<file path="config.mk">
export PLATFORM = sky130hd
export DESIGN_NAME = dut_signature_misr
export DESIGN_NICKNAME = d
export VERILOG_FILES = /design/src/rtl/dut_signature_misr.sv
export SDC_FILE = /design/constraint.sdc
export NUM_CORES = 1
export LEC_CHECK = 0
export ABC_CLOCK_PERIOD_IN_PS = 4350
export BUFFER_PORTS_ARGS = -buffer_cell sky130_fd_sc_hd__buf_2
export CAP_MARGIN = 25
export CELL_PAD_IN_SITES_DETAIL_PLACEMENT = 0
export CELL_PAD_IN_SITES_GLOBAL_PLACEMENT = 1
export CORE_ASPECT_RATIO = 1.25
export CORE_MARGIN = 3
export CORE_UTILIZATION = 34
export CTS_BUF_LIST = sky130_fd_sc_hd__clkbuf_8
export CTS_CLUSTER_SIZE = 8
export DETAILED_ROUTE_END_ITERATION = 7
export MAX_ROUTING_LAYER = met4
export PLACE_DENSITY_LB_ADDON = 0.1
export SLEW_MARGIN = 10
export SYNTH_ARGS = -nofsm -noshare
export SYNTH_HDL_FRONTEND = slang
export SYNTH_SLANG_ARGS = --single-unit
</file>
<file path="constraint.sdc">
create_clock -name clk -period 4.35 [get_ports clk]
set_clock_uncertainty 0.1 [all_clocks]
set_input_delay 0.87 -clock clk [delete_from_list [all_inputs] [get_ports clk]]
set_output_delay 0.87 -clock clk [all_outputs]
set_load 0.1 [all_outputs]
</file>
<file path="src/rtl/dut_signature_misr.sv">
// Compacts the DUT result bus into a MISR signature over a programmed number of cycles,
// after an optional warm-up window, and returns it through a valid/ready handshake.
module dut_signature_misr #(
  parameter int                DATA_W   = 241,
  parameter int                SIG_W    = 32,
  parameter logic [SIG_W-1:0]  POLY     = 32'h04C11DB7,
  parameter logic [SIG_W-1:0]  SEED     = 32'hFFFFFFFF,
  parameter int                WARM_CYC = 4
) (
  input  logic              clk,
  input  logic              rst,
  input  logic              start,
  input  logic              abort,
  input  logic [15:0]       num_cycles,
  input  logic [DATA_W-1:0] y_in,
  output logic              busy,
  output logic              sig_valid,
  input  logic              sig_ready,
  output logic [SIG_W-1:0]  signature
);

  localparam int NSL    = (DATA_W + SIG_W - 1) / SIG_W;
  localparam int WCNT_W = (WARM_CYC > 0) ? $clog2(WARM_CYC + 1) : 1;
  localparam int WLAST  = (WARM_CYC > 0) ? WARM_CYC - 1 : 0;

  typedef enum logic [1:0] {IDLE, WARMUP, CAPTURE, HOLD} state_t;

  state_t              state;
  logic [15:0]         ncyc;
  logic [15:0]         scnt;
  logic [WCNT_W-1:0]   wcnt;

  // XOR of all SIG_W-bit slices; the top slice is zero-padded.
  function automatic logic [SIG_W-1:0] fold(input logic [DATA_W-1:0] y);
    logic [NSL*SIG_W-1:0] ext;
    logic [SIG_W-1:0]     f;
    ext = '0;
    ext[DATA_W-1:0] = y;
    f = '0;
    for (int k = 0; k < NSL; k++) f = f ^ ext[k*SIG_W +: SIG_W];
    return f;
  endfunction

  function automatic logic [SIG_W-1:0] misr_step(input logic [SIG_W-1:0] s,
                                                 input logic [SIG_W-1:0] f);
    return {s[SIG_W-2:0], 1'b0} ^ (s[SIG_W-1] ? POLY : '0) ^ f;
  endfunction

  always_ff @(posedge clk or posedge rst) begin
    if (rst) begin
      state     <= IDLE;
      busy      <= 1'b0;
      sig_valid <= 1'b0;
      signature <= SEED;
      ncyc      <= '0;
      scnt      <= '0;
      wcnt      <= '0;
    end else if (abort && state != IDLE) begin
      state     <= IDLE;
      busy      <= 1'b0;
      sig_valid <= 1'b0;
    end else begin
      case (state)
        IDLE: begin
          if (start) begin
            ncyc      <= num_cycles;
            signature <= SEED;
            scnt      <= '0;
            wcnt      <= '0;
            busy      <= 1'b1;
            if (WARM_CYC > 0) begin
              state <= WARMUP;
            end else if (num_cycles != 16'd0) begin
              state <= CAPTURE;
            end else begin
              state     <= HOLD;
              sig_valid <= 1'b1;
            end
          end
        end
        WARMUP: begin
          if (wcnt == WCNT_W'(WLAST)) begin
            if (ncyc != 16'd0) begin
              state <= CAPTURE;
            end else begin
              state     <= HOLD;
              sig_valid <= 1'b1;
            end
          end else begin
            wcnt <= wcnt + 1'b1;
          end
        end
        CAPTURE: begin
          signature <= misr_step(signature, fold(y_in));
          if (scnt == ncyc - 16'd1) begin
            state     <= HOLD;
            sig_valid <= 1'b1;
          end else begin
            scnt <= scnt + 16'd1;
          end
        end
        HOLD: begin
          if (sig_ready) begin
            state     <= IDLE;
            sig_valid <= 1'b0;
            busy      <= 1'b0;
          end
        end
        default: state <= IDLE;
      endcase
    end
  end

endmodule

</file>
==> metrics.log <==
[metrics] half-perimeter wire length after placement: 15.7 mm
[metrics] antenna diode count: 0
[metrics] endpoint kind of the worst setup timing path: register
[metrics] Final Net Count: 1225
[metrics] Starting DRT DRC Count: 203
[metrics] minimum clock period after layout: 3.48 ns
[metrics] Worst-Margin Slew: 0.816 ns
[metrics] count of state elements after synthesis: 71
[metrics] Pwr Density: 597 nW/um^2
[metrics] IO Count: 296
[metrics] maximum count of clock buffers along a single path: 2
[metrics] dominant cell type by area after synthesis: sky130_fd_sc_hd__xnor2_1
[metrics] final worst hold slack: 0.416 ns
[metrics] global-route wire length before repair: 29.1 mm
[metrics] min setup slack post-route: 0.868 ns
[metrics] clock tree from TritonCTS: built
[metrics] via count: 5428
[metrics] Pleak: 3.40 nW
[metrics] headroom to the max-slew limit: 45.4%
[metrics] number of instances in the placed design: 1162
[metrics] element type at the critical path start: register
[metrics] synthesized netlist cell count: 668
[metrics] cts hold-fix bufs: 0
[metrics] total congestion overflow after global routing: 0
[metrics] switching power summed over all nets: 2.44 mW
[metrics] vias per cell: 4.61
[metrics] First-pass DRT Iterations: 4
[metrics] setup repair after global routing missed its margin: false
[metrics] maximum number of pins on one net before global-route repair: 66
[metrics] highest achievable clock rate: 287 MHz
[metrics] number of warning messages in the yosys log: 0
[metrics] Top FF cell, synth: sky130_fd_sc_hd__dfrtp_1
[metrics] cell types with the largest area share after synthesis: sky130_fd_sc_hd__xnor2_1 37%, sky130_fd_sc_hd__dfrtp_1 16%, sky130_fd_sc_hd__dfstp_2 14%
[metrics] fraction of layout instances using a drive strength above 1: 37.7%
[metrics] Int Power: 2.27 mW
[metrics] fraction of the yosys area taken by sequential cells: 30.3%
[metrics] routed length per placed instance: 16.0 um
[metrics] switch share: 51.8%
[metrics] number of sinks driven by the clock tree: 71
[metrics] vias in the first global route: 5444
[metrics] max capacitance violation total: 0
[metrics] Initial Util: 35.2%
[metrics] cell occurring most often along the worst timing path: sky130_fd_sc_hd__nor4_1
[metrics] post-cts repair resize count: 0
[metrics] final cycle utilization of the critical path: 80.1%
[metrics] part of the power in registers: 26.5%
[metrics] overall die height: 154 um
[metrics] later-pin clock latency in the skew report: 0.35 ns
[metrics] crit path DAT: 3.62 ns
[metrics] cell class contributing the biggest share of worst-path delay: compound AO/OA/AOI/OAI gates
[metrics] maximum net fanout on the critical path: 12
[metrics] CP Buf/Inv Count: 1
[metrics] overall die width: 125 um
[metrics] combinational group share of total power: 62.1%
[metrics] Post-synth EDFFs: 0
[metrics] synthesized netlist net count: 940
[metrics] count of endpoints failing hold in the final timing report: 0
[metrics] Setup TNS: 0 ns
[metrics] worst hold path class: reg2reg
[metrics] worst-path cell chain: inv_1, ha_1, or3b_1, nor4_1, nor4_1, a311oi_2, nor4_4, a211oi_2, a31oi_1, a41o_1
[metrics] H-tree Lvls: 3
[metrics] number of buffers created by CTS: 9
[metrics] CP max-delay cell: sky130_fd_sc_hd__a211oi_2
[metrics] Die Area: 19300 sq um
[metrics] final wirelength: 18.8 mm
[metrics] number of standard-cell rows in the floorplan: 53
[metrics] placer's final routability congestion estimate: 0.831
[metrics] Syn Area/Cell: 8.97 sq um
[metrics] most used cells in the layout excluding fill and tap cells: 295 x sky130_fd_sc_hd__buf_2, 256 x sky130_fd_sc_hd__xnor2_1, 81 x sky130_fd_sc_hd__o21ai_0
[metrics] initial antenna violation count: 0
[metrics] post-CTS setup-driven buffer insertion count: 0
[metrics] most common library cell in the layout ignoring fill and taps: sky130_fd_sc_hd__buf_2
[metrics] final instance count without filler cells: 1178
[metrics] overall fraction of global-route tracks in use: 19.8%
[metrics] setup violators final: 0
[metrics] clock-pin slew of the registers on the worst-case setup and hold paths: 0.09 ns
[metrics] share of the synthesized area in the top cell type: 37.4%
[metrics] Detail Route Antenna Nets: 0
[metrics] longest individual stage delay on the worst path: 0.70 ns
[metrics] status: completed
[metrics] worst supply voltage drop on vdd: 251 uV
[metrics] critical path required time: 4.49 ns
[metrics] root buffer cell: sky130_fd_sc_hd__clkbuf_8
[metrics] DR DRC count: 0
[metrics] final-report max-slew violation count: 0
[metrics] pre-CTS setup slack: 0.871 ns
[metrics] proportion of register bits with asynchronous set or reset after synthesis: 100%
[metrics] total standard cell area after synthesis: 5990 sq um
[metrics] buffers added on ports: 295
[metrics] count of unique library cells instantiated by Yosys: 52
[metrics] class of the most critical setup path: reg2reg
[metrics] CORE AREA: 17000 sq um
[metrics] growth of design area from synthesis to finish: 31.5%
[metrics] share of total power in the clock network: 11.4%
==> synthesized netlist by cell type (2+ instances only) <==
cell type,instances
sky130_fd_sc_hd__xnor2_1,256
sky130_fd_sc_hd__o21ai_0,81
sky130_fd_sc_hd__nand2_1,69
sky130_fd_sc_hd__dfrtp_1,39
sky130_fd_sc_hd__dfstp_2,32
sky130_fd_sc_hd__clkbuf_1,23
sky130_fd_sc_hd__nor2_1,22
sky130_fd_sc_hd__xor2_1,18
sky130_fd_sc_hd__a21oi_1,13
sky130_fd_sc_hd__inv_1,13
sky130_fd_sc_hd__ha_1,10
sky130_fd_sc_hd__nand2b_1,7
sky130_fd_sc_hd__nor3_1,6
sky130_fd_sc_hd__nor4_1,6
sky130_fd_sc_hd__nand4_1,5
sky130_fd_sc_hd__a31o_1,4
sky130_fd_sc_hd__a31oi_1,4
sky130_fd_sc_hd__and3_1,4
sky130_fd_sc_hd__or4_1,4
sky130_fd_sc_hd__a21o_1,3
sky130_fd_sc_hd__a22o_1,3
sky130_fd_sc_hd__a31o_2,3
sky130_fd_sc_hd__and2_1,3
sky130_fd_sc_hd__nor2b_1,3
sky130_fd_sc_hd__or3_1,3
sky130_fd_sc_hd__a21boi_0,2
sky130_fd_sc_hd__a41o_1,2
sky130_fd_sc_hd__buf_2,2
sky130_fd_sc_hd__mux2_2,2
sky130_fd_sc_hd__nand3_1,2
sky130_fd_sc_hd__nor4b_1,2
sky130_fd_sc_hd__o211ai_1,2
==> cell families after synthesis <==
group                    count (synthesis)  share of synthesized area [%]
AO/OA/AOI/OAI                          130                           13.0
buffers and inverters                   38                           2.42
AND/OR/NAND/NOR                        142                           11.6
multiplexers                             3                          0.543
adder cells (fa/ha/maj)                 10                           2.09
XOR/XNOR                               274                           40.1
flip-flops                              71                           30.3
==> per-stage QoR <==
| step | power, mW | area, sq um | util (%) |
|---|---|---|---|
| after floorplan | 3.59 | 5990 | - |
| after global placement | 4.21 | 7680 | 45.1 |
| after detailed placement | 4.22 | 7680 | 45.1 |
| after CTS | 4.77 | 7880 | 46.2 |
| after global routing | 5.07 | 7880 | 46.2 |
| final | 4.70 | 7880 | 46.2 |
==> flip-flops by register name (all words and copies together), names as in the netlist <==
signal / cells
signature: 32
state: 2
busy: 1
scnt: 16
wcnt: 3
ncyc: 16
sig_valid: 1
==> path summary, 6_finish.rpt <==
check                           slack [ns]             endpoint  cells past startpoint           startpoint
worst min-delay path                  0.42  wcnt[2]$_DFFE_PP0P_                      2  wcnt[2]$_DFFE_PP0P_
worst max register to register        0.87  scnt[8]$_DFFE_PP0P_                     10  ncyc[0]$_DFFE_PP0P_
min in group asynchronous             0.49     busy$_DFFE_PP0P_                      2                  rst
worst max-delay path                  0.87  scnt[8]$_DFFE_PP0P_                     10  ncyc[0]$_DFFE_PP0P_
worst min register to register        0.42  wcnt[2]$_DFFE_PP0P_                      2  wcnt[2]$_DFFE_PP0P_
max in group asynchronous             2.62  ncyc[7]$_DFFE_PP0P_                      3                  rst
==> cell type report <==
| cell class | instances | area (sq um) |
|---|---|---|
| Fill cell | 1790 | 9160 |
| Multi-Input combinational cell | 559 | 4030 |
| Sequential cell | 71 | 1820 |
| Inverter | 13 | 48.8 |
| Clock inverter | 7 | 73.8 |
| Clock buffer | 9 | 124 |
| Timing Repair Buffer | 299 | 1510 |
| Tap cell | 220 | 275 |
==> routing by layer <==
metal / part of all wire [%] / global-route usage, % / vias up
met5: 0 / - / -
met4: 1.4 / 5.33 / 0
met3: 5.5 / 3.73 / 15
met2: 54 / 35.7 / 171
met1: 39 / 22.6 / 2453
li1: - / - / 2789
==> power groups by stage <==
stage	combinational (mW)	clock [mW]	sequential, mW
4_1_cts	2.96	0.554	1.26
3_3_place_gp	2.95	0	1.26
6_report	2.92	0.536	1.25
2_1_floorplan	1.53	0	2.06
3_5_place_dp	2.96	0	1.26
5_1_grt	3.19	0.586	1.29
==> worst register-to-register path: stages (launching register included) <==
cell,delay [ns]
sky130_fd_sc_hd__dfrtp_1,0.42
sky130_fd_sc_hd__inv_1,0.11
sky130_fd_sc_hd__ha_1,0.18
sky130_fd_sc_hd__or3b_1,0.47
sky130_fd_sc_hd__nor4_1,0.42
sky130_fd_sc_hd__nor4_1,0.11
sky130_fd_sc_hd__a311oi_2,0.33
sky130_fd_sc_hd__nor4_4,0.14
sky130_fd_sc_hd__a211oi_2,0.70
sky130_fd_sc_hd__a31oi_1,0.17
sky130_fd_sc_hd__a41o_1,0.23
No activity file was read; power rests on OpenSTA's default activity.
